## config.mk

```make
export PLATFORM = sky130hd
export DESIGN_NAME = fp16_dot_seq
export DESIGN_NICKNAME = d
export VERILOG_FILES = /design/src/rtl/fp16_pkg.sv /design/src/rtl/fp16_arith.sv /design/src/rtl/fp16_dot_seq_fsm.sv /design/src/rtl/fp16_dot_seq.sv
export SDC_FILE = /design/constraint.sdc
export NUM_CORES = 1
export LEC_CHECK = 0
export CORE_ASPECT_RATIO = 1.4
export CORE_MARGIN = 4
export CORE_UTILIZATION = 36
export CTS_CLUSTER_SIZE = 10
export DETAILED_ROUTE_END_ITERATION = 10
export GPL_ROUTABILITY_DRIVEN = 0
export SETUP_SLACK_MARGIN = 0.5
export SLEW_MARGIN = 30
export SYNTH_ARGS = -nofsm -noshare
export SYNTH_HDL_FRONTEND = slang
export SYNTH_HIERARCHICAL = 1
export SYNTH_SLANG_ARGS = --single-unit
```

## constraint.sdc

```tcl
create_clock -name clk -period 30.7 [get_ports clk]
set_clock_uncertainty 0.05 [all_clocks]
set_input_delay 4.605 -clock clk [delete_from_list [all_inputs] [get_ports clk]]
set_output_delay 4.605 -clock clk [all_outputs]
set_load 0.1 [all_outputs]
```

## src/rtl/fp16_pkg.sv

```systemverilog
// fp16 field layout, constants and dot-product sequencer state type.
// Imported by the fp16 arithmetic, the sequencer FSM and fp16_dot_seq.
package fp16_pkg;

  localparam int FP16_W   = 16;
  localparam int SIGN_BIT = 15;
  localparam int EXP_MSB  = 14;
  localparam int EXP_LSB  = 10;
  localparam int MAN_MSB  = 9;

  localparam logic [FP16_W-1:0] FP16_ZERO = 16'h0000;
  localparam logic [FP16_W-1:0] FP16_ONE  = 16'h3C00;

  typedef enum logic [1:0] {
    IDLE,
    RUN,
    DONE
  } dot_state_t;

endpackage

```

## src/rtl/fp16_arith.sv

```systemverilog
// Combinational fp16 multiply and add, truncating.
// Ports: a, b operands in; y result out. No zero/NaN/Inf/denormal handling.
module fp16_mul
  import fp16_pkg::*;
(
  input  logic [FP16_W-1:0] a,
  input  logic [FP16_W-1:0] b,
  output logic [FP16_W-1:0] y
);

  logic [21:0] p;

  always_comb begin
    p = {11'b0, 1'b1, a[MAN_MSB:0]} * {11'b0, 1'b1, b[MAN_MSB:0]};
    y[SIGN_BIT] = a[SIGN_BIT] ^ b[SIGN_BIT];
    // Exponent wraps freely; overflow is not handled.
    y[EXP_MSB:EXP_LSB] = 5'({2'b0, a[EXP_MSB:EXP_LSB]}
                          + {2'b0, b[EXP_MSB:EXP_LSB]}
                          - 7'd15 + {6'b0, p[21]});
    y[MAN_MSB:0] = 10'(p[21] ? (p >> 11) : (p >> 10));
  end

endmodule

module fp16_add
  import fp16_pkg::*;
(
  input  logic [FP16_W-1:0] a,
  input  logic [FP16_W-1:0] b,
  output logic [FP16_W-1:0] y
);

  logic [FP16_W-1:0] x, s;
  logic [4:0]        d, e;
  logic [13:0]       mx, my, norm;
  logic [14:0]       sum;
  logic [3:0]        n;
  logic              found;

  always_comb begin
    // x is the larger magnitude so the result takes its sign.
    if (a[EXP_MSB:0] < b[EXP_MSB:0]) begin
      x = b;
      s = a;
    end else begin
      x = a;
      s = b;
    end
    d  = x[EXP_MSB:EXP_LSB] - s[EXP_MSB:EXP_LSB];
    mx = {1'b1, x[MAN_MSB:0], 3'b000};
    my = {1'b1, s[MAN_MSB:0], 3'b000} >> d;
    if (x[SIGN_BIT] == s[SIGN_BIT]) sum = {1'b0, mx} + {1'b0, my};
    else                            sum = {1'b0, mx} - {1'b0, my};
    n     = 4'd0;
    found = 1'b0;
    for (int i = 13; i >= 0; i--) begin
      if (!found && sum[i]) begin
        n     = 4'(13 - i);
        found = 1'b1;
      end
    end
    if (sum[14]) begin
      norm = sum[14:1];
      e    = x[EXP_MSB:EXP_LSB] + 5'd1;
    end else begin
      norm = sum[13:0] << n;
      e    = x[EXP_MSB:EXP_LSB] - {1'b0, n};
    end
    if (sum == '0) y = FP16_ZERO;
    else           y = {x[SIGN_BIT], e, 10'(norm >> 3)};
  end

endmodule

```

## src/rtl/fp16_dot_seq_fsm.sv

```systemverilog
// Dot-product sequencer control: state, element count, first flag, handshakes.
// Ports: start/len, in_valid/in_ready, res_valid/res_ready, busy, acc_we/acc_first/acc_clr. Macro FP16_DOT_PIPE_EN.
module fp16_dot_fsm
  import fp16_pkg::*;
#(
  parameter int LEN_W = 8
) (
  input  logic             clk,
  input  logic             rst,
  input  logic             start,
  input  logic [LEN_W-1:0] len,
  input  logic             in_valid,
  output logic             in_ready,
  output logic             res_valid,
  input  logic             res_ready,
  output logic             busy,
  output logic             acc_we,
  output logic             acc_first,
  output logic             acc_clr
);

  dot_state_t       state_q, state_d;
  logic [LEN_W-1:0] cnt_q, cnt_d;
  logic             first_q, first_d;
`ifdef FP16_DOT_PIPE_EN
  logic             pend_q, pend_d;
`endif

  always_ff @(posedge clk or posedge rst) begin
    if (rst) begin
      state_q <= IDLE;
      cnt_q   <= '0;
      first_q <= 1'b0;
`ifdef FP16_DOT_PIPE_EN
      pend_q  <= 1'b0;
`endif
    end else begin
      state_q <= state_d;
      cnt_q   <= cnt_d;
      first_q <= first_d;
`ifdef FP16_DOT_PIPE_EN
      pend_q  <= pend_d;
`endif
    end
  end

  always_comb begin
    state_d   = state_q;
    cnt_d     = cnt_q;
    first_d   = first_q;
`ifdef FP16_DOT_PIPE_EN
    pend_d    = pend_q;
`endif
    in_ready  = 1'b0;
    res_valid = 1'b0;
    busy      = (state_q != IDLE);
    acc_we    = 1'b0;
    acc_first = first_q;
    acc_clr   = 1'b0;
    unique case (state_q)
      IDLE: begin
        if (start) begin
          if (len != '0) begin
            state_d = RUN;
            cnt_d   = len;
            first_d = 1'b1;
          end else begin
            state_d = DONE;
            acc_clr = 1'b1;
          end
        end
      end
      RUN: begin
`ifdef FP16_DOT_PIPE_EN
        // pend marks the add cycle of a registered product.
        in_ready = !pend_q;
        if (pend_q) begin
          acc_we  = 1'b1;
          first_d = 1'b0;
          pend_d  = 1'b0;
          if (cnt_q == '0) state_d = DONE;
        end else if (in_valid) begin
          pend_d = 1'b1;
          cnt_d  = cnt_q - LEN_W'(1);
        end
`else
        in_ready = 1'b1;
        if (in_valid) begin
          acc_we  = 1'b1;
          first_d = 1'b0;
          cnt_d   = cnt_q - LEN_W'(1);
          if (cnt_q == LEN_W'(1)) state_d = DONE;
        end
`endif
      end
      DONE: begin
        res_valid = 1'b1;
        if (res_ready) state_d = IDLE;
      end
      default: state_d = IDLE;
    endcase
  end

endmodule

```

## src/rtl/fp16_dot_seq.sv

```systemverilog
// fp16 dot product over a run-time length through one shared mul/add.
// Ports: clk, rst, start, len, a_data, b_data, in_valid/in_ready, res_data/res_valid/res_ready, busy. Macro FP16_DOT_PIPE_EN.
module fp16_dot_seq
  import fp16_pkg::*;
#(
  parameter int LEN_W = 8
) (
  input  logic              clk,
  input  logic              rst,
  input  logic              start,
  input  logic [LEN_W-1:0]  len,
  input  logic [FP16_W-1:0] a_data,
  input  logic [FP16_W-1:0] b_data,
  input  logic              in_valid,
  output logic              in_ready,
  output logic [FP16_W-1:0] res_data,
  output logic              res_valid,
  input  logic              res_ready,
  output logic              busy
);

  logic [FP16_W-1:0] prod, addend, sum, acc_q;
  logic              acc_we, acc_first, acc_clr;

  fp16_dot_fsm #(.LEN_W(LEN_W)) u_fsm (
    .clk       (clk),
    .rst       (rst),
    .start     (start),
    .len       (len),
    .in_valid  (in_valid),
    .in_ready  (in_ready),
    .res_valid (res_valid),
    .res_ready (res_ready),
    .busy      (busy),
    .acc_we    (acc_we),
    .acc_first (acc_first),
    .acc_clr   (acc_clr)
  );

  fp16_mul u_mul (.a(a_data), .b(b_data), .y(prod));

`ifdef FP16_DOT_PIPE_EN
  logic [FP16_W-1:0] prod_q;

  always_ff @(posedge clk or posedge rst) begin
    if (rst)                        prod_q <= FP16_ZERO;
    else if (in_valid && in_ready)  prod_q <= prod;
  end

  assign addend = prod_q;
`else
  assign addend = prod;
`endif

  fp16_add u_add (.a(acc_q), .b(addend), .y(sum));

  // First product loads directly: there is no zero to add against.
  always_ff @(posedge clk or posedge rst) begin
    if (rst)          acc_q <= FP16_ZERO;
    else if (acc_clr) acc_q <= FP16_ZERO;
    else if (acc_we)  acc_q <= acc_first ? addend : sum;
  end

  assign res_data = acc_q;

endmodule
```

==> flow_summary.toml, run 1 <==
[die]
core_area_um2 = 28400
die_w_um = 151
rows = 73
initial_core_util = 0.365
die_h_um = 209
die_area_um2 = 31600
io_pins = 64

[worst_hold_path]
worstHoldPathCells = 1
hp-class = "flop to flop"
worstHoldEndpoint = "u_fsm/state_q[0]"
hold_path.startpoint = "u_fsm/state_q[1]"

[synth]
synth_top_area_share = 0.158
yosys.area_share.simple = 0.196
synthTopCellsByCount = "inv_1, nand2_1, ha_1, nor2_1"
synth_nets = 1558
syn-instance-count = 1324
synth_compound_area_frac = 0.213
synth.most_common_cell = "inv_1"
synth_largest_area_cell = "fa_1"
synthMuxAreaShare = 0.103
ys_warn_count = 6
synth_edf_count = 0
synth_xor_area_frac = 0.0343
avgSynthCellArea_um2 = 7.82
synth_seq_cells = 27
yosys_most_used_dff = "dfrtp_1"
ys_seq_area_frac = 0.0652
synthAdderAreaFrac = 0.288
synth_top_cells_by_area = "fa_1, ha_1, mux2i_1, dfrtp_1, inv_1"
syn_area_um2 = 10400
synth_top_family_by_area = "adder cells"
synth_cell_types = 106
ys_async_sr_fraction = 1.00

[route]
via_per_inst = 5.64
routed-via-count = 9645
drt_pass1_iterations = 5
wl_per_cell_um = 18.4
postRouteAntennaNets = 0
drc = 0
drtIter0Drc = 607
routed_wl_um = 31500

[layout]
drive_gt1_frac = 0.0712
fin_nets = 1569
diodes = 0
syn_to_final_growth_pct = 8.77
n_fill_cell = 2932
regArea_um2 = 676
multiInputGateArea_um2 = 8670

[cts]
cts_setup_buffers = 0
cts_buffers = 3
postCtsHoldBufs = 0
cts.reportedPaths.clkPinSlew_ns = 0.07
root_buffer = "clkbuf_16"
cts_tree = "built"
cts_num_sinks = 27
cts_resized = 0
insertion_delay_ns = 0.26
clockBufferDepth = 2
htreeDepth = 1

[setup_path]
cp-start-kind = "input pin"
timing.critical_path.arrival_ns = 20.87
crit-reg2reg-launch = "res_data[10]"
crit_slowest_cell = "xnor2_2"
path_class = "input pin to flop"
required_ns = 30.82
reg2reg_to = "res_data[14]"
worst_r2r_path_depth = 38
reg2reg_setup_slack_ns = 20.43
cp-end-kind = "flop"
critPathMaxFanout = 50
critPathMostFrequentCell = "inv_1"
slowest_delay_ns = 0.66

[timing]
slew_headroom = 0.339
tightest_slew_ns = 0.988
setup_tns_ns = 0
rsz0062_at_grt = "false"
maxSlewViolCount = 0
min_period_over_period = 0.676
finalHoldViolCount = 0
finalSetupViolCount = 0
finalCriticalPeriod_ns = 20.75
fmax_ghz = 0.0482
setup_ws_ns = 9.95

[global_routing]
grt_max_degree = 51
track_usage = 0.197
grt_pass1_wl_um = 50900
antenna_found_initial = 0
grt_pass1_vias = 9846
grt_overflow_total = 0

[placed_design]
dp_worst_setup_slack_ns = 9.68
portBuffers = 63
dpl.hpwl_um = 26100

[job]
cap_violations = 0

[status]
status = "finished, final reports clean"
[metal layers]
layer,routed length [um],GRT usage
met4,1830,0.0964
met2,16500,0.365
met1,12000,0.225
met5,0,0
met3,1130,0.0124
[worst max path at each step]
| stage | start | slack [ns] | cells after the start | endpoint |
|---|---|---|---|---|
| after global placement | b_data[8] | 10.02 | 66 | res_data[14] |
| after global routing | b_data[8] | 8.90 | 64 | res_data[14] |
| after CTS | a_data[4] | 9.95 | 65 | res_data[14] |
| after detailed placement | b_data[8] | 9.68 | 66 | res_data[14] |
| after floorplan | a_data[2] | 10.42 | 74 | res_data[14] |
| final | b_data[8] | 9.95 | 64 | res_data[14] |
[layout by cell type (no fill, tap or decap), types with 10 or more instances in the layout]
cell,count
inv_1,178
nand2_1,146
ha_1,105
nor2_1,101
a21oi_1,82
fa_1,82
mux2i_1,74
clkdlybuf4s50_1,63
o21ai_0,63
and2_1,34
a211oi_1,28
dfrtp_1,27
xnor2_1,27
nand3_1,22
nor3_1,13
a21o_1,13
o211ai_1,12
and3_1,11
buf_4,10
nor2b_1,10
nand2b_1,10
[critical path: cells and delay by family]
family / cells / cell delay, ns
AOI/OAI and AO/OA: 21 / 4.34
xor gates and xnor gates: 5 / 1.36
adders and majority gates: 13 / 5.19
buffers and inverters: 12 / 1.75
muxes: 2 / 0.51
and+or+nand+nor: 11 / 3.08
[final cells by class]
type / instances / share of cell area
multi-input combinational: 1051 / 0.769
timing repair buffer: 73 / 0.0626
sequential: 27 / 0.0600
inverter: 179 / 0.0596
tap: 375 / 0.0416
clock buffer: 4 / 0.00700
[metrics by stage]
step	cells	utilization	hold WS (ns)	cell area (um^2)
after detailed placement	1705	0.394	0.461	11200
after floorplan	1324	-	0.406	10400
after global routing	1709	0.397	0.496	11300
after CTS	1709	0.397	0.467	11300
after global placement	1705	0.393	0.451	11200
final	1709	0.397	0.467	11300
[cell families (layout without fill, tap and decap cells)]
| group | count (synthesis) | count (layout) |
|---|---|---|
| and+or+nand+nor | 415 | 415 |
| DFF | 27 | 27 |
| buffers and inverters | 246 | 256 |
| muxes | 94 | 94 |
| xor gates and xnor gates | 38 | 38 |
| adders and majority gates | 189 | 189 |
| AOI/OAI and AO/OA | 315 | 315 |
[registers in the layout, indices dropped and copies added, names as in the netlist]
signal	cells
res_data	16
u_fsm/acc_first	1
u_fsm/cnt_q	8
u_fsm/state_q	2
Power of run 1 is left out: the tool's default activity adds up to more than one toggle a clock period on the data nets, which glitch-free logic cannot reach.
==> inputs of run 2 (changes only) <==
clock period = 17.9 ns   (was 30.7 ns; I/O delays follow)
==> flow_summary.toml, run 2 (synthesized netlist as in run 1, its figures left out) <==
[status]
status = "finished, final reports clean"

[timing]
rsz0062_at_grt = "false"
fmax_ghz = 0.0601
setup_tns_ns = 0
tightest_slew_ns = 0.982
slew_headroom = 0.340
finalSetupViolCount = 0
min_period_over_period = 0.929
maxSlewViolCount = 0
finalCriticalPeriod_ns = 16.63
setup_ws_ns = 1.27
finalHoldViolCount = 0

[setup_path]
worst_r2r_path_depth = 39
crit_slowest_cell = "or4_4"
critPathMaxFanout = 12
cp-start-kind = "input pin"
crit-reg2reg-launch = "res_data[10]"
critPathMostFrequentCell = "inv_1"
timing.critical_path.arrival_ns = 16.76
reg2reg_to = "res_data[14]"
path_class = "input pin to flop"
reg2reg_setup_slack_ns = 8.87
cp_top_family = "adder cells"
crit_cells = 63
slowest_delay_ns = 0.56
cp_num_buf_inv = 11
cp-end-kind = "flop"
required_ns = 18.03

[cts]
cts_buffers = 3
cts.reportedPaths.clkPinSlew_ns = 0.07
postCtsHoldBufs = 0
cts_tree = "built"
root_buffer = "clkbuf_16"
insertion_delay_ns = 0.27
cts_num_sinks = 27
clockBufferDepth = 2
htreeDepth = 1

[worst_hold_path]
worstHoldEndpoint = "u_fsm/state_q[0]"
hp-class = "flop to flop"
worstHoldPathCells = 1
hold_path.startpoint = "u_fsm/state_q[1]"

[route]
routed_wl_um = 32100
via_per_inst = 5.67
postRouteAntennaNets = 0
drtIter0Drc = 672
wl_per_cell_um = 18.5
drt_pass1_iterations = 5
routed-via-count = 9823
drc = 0

[global_routing]
grt_pass1_vias = 9950
grt_overflow_total = 0
grt_pass1_wl_um = 51300
grt_max_degree = 51
track_usage = 0.200
antenna_found_initial = 0

[layout]
largest_reg_flops = 16
layout_common_cells = "inv_1, nand2_1, nor2_1, ha_1, fa_1"
layout_commonest_cell = "inv_1"
diodes = 0
syn_to_final_growth_pct = 12.0
n_fill_cell = 2876
fin_nets = 1593
drive_gt1_frac = 0.102

[die]
die_area_um2 = 31600
rows = 73
io_pins = 64
die_h_um = 209
core_area_um2 = 28400
die_w_um = 151
initial_core_util = 0.365

[placed_design]
portBuffers = 63
dpl.hpwl_um = 26800
dp_worst_setup_slack_ns = 0.401

[job]
cap_violations = 0
run 2: cell count changes in the layout (fill, tap and decap cells not counted), moves of 3 or more:
cell,delta
a21oi_1,-3
ha_2,+3
clkdlybuf4s50_1,-17
buf_4,+22
dlymetal6s2s_1,+16
ha_1,-6
ha_4,+3
run 2: routing by layer:
metal	track usage	wire length (um)	vias to the layer above	share of wire
li1	-	-	4640	-
met1	0.229	12400	4719	0.39
met2	0.365	16400	346	0.51
met3	0.00998	1030	118	0.032
met4	0.110	2220	0	0.069
met5	0	0	-	0
run 2: layout make-up:
cell class	count	area, um^2	area share
Clock buffer	3	75.1	0.00647
Clock inverter	1	8.76	0.000755
Inverter	179	672	0.0579
Multi-Input combinational cell	1051	8770	0.756
Sequential cell	27	676	0.0582
Tap cell	375	469	0.0404
Timing Repair Buffer	97	937	0.0807
run 2: per-stage QoR:
step,area [um^2],utilization,std cells,hold slack [ns]
global route,11600,0.409,1733,0.515
CTS,11400,0.403,1730,0.483
detailed placement,11400,0.400,1726,0.466
global placement,11400,0.400,1726,0.471
finish,11600,0.409,1733,0.477
floorplan,10400,-,1324,0.406
run 2: worst max-delay path by stage:
stage                     slack, ns      start            to
after global placement         0.66  a_data[1]  res_data[14]
after floorplan                0.53  a_data[2]  res_data[14]
after CTS                      0.65  b_data[6]  res_data[14]
final                          1.27  a_data[0]  res_data[14]
after detailed placement       0.40  b_data[6]  res_data[14]
after global routing           0.49  a_data[0]  res_data[14]
run 2: what timing repair did:
action	in CTS	in global routing
setup endpoints to repair	0	14
resized for setup	0	45
setup buffers	0	3
Power of run 2 is left out for the same reason.
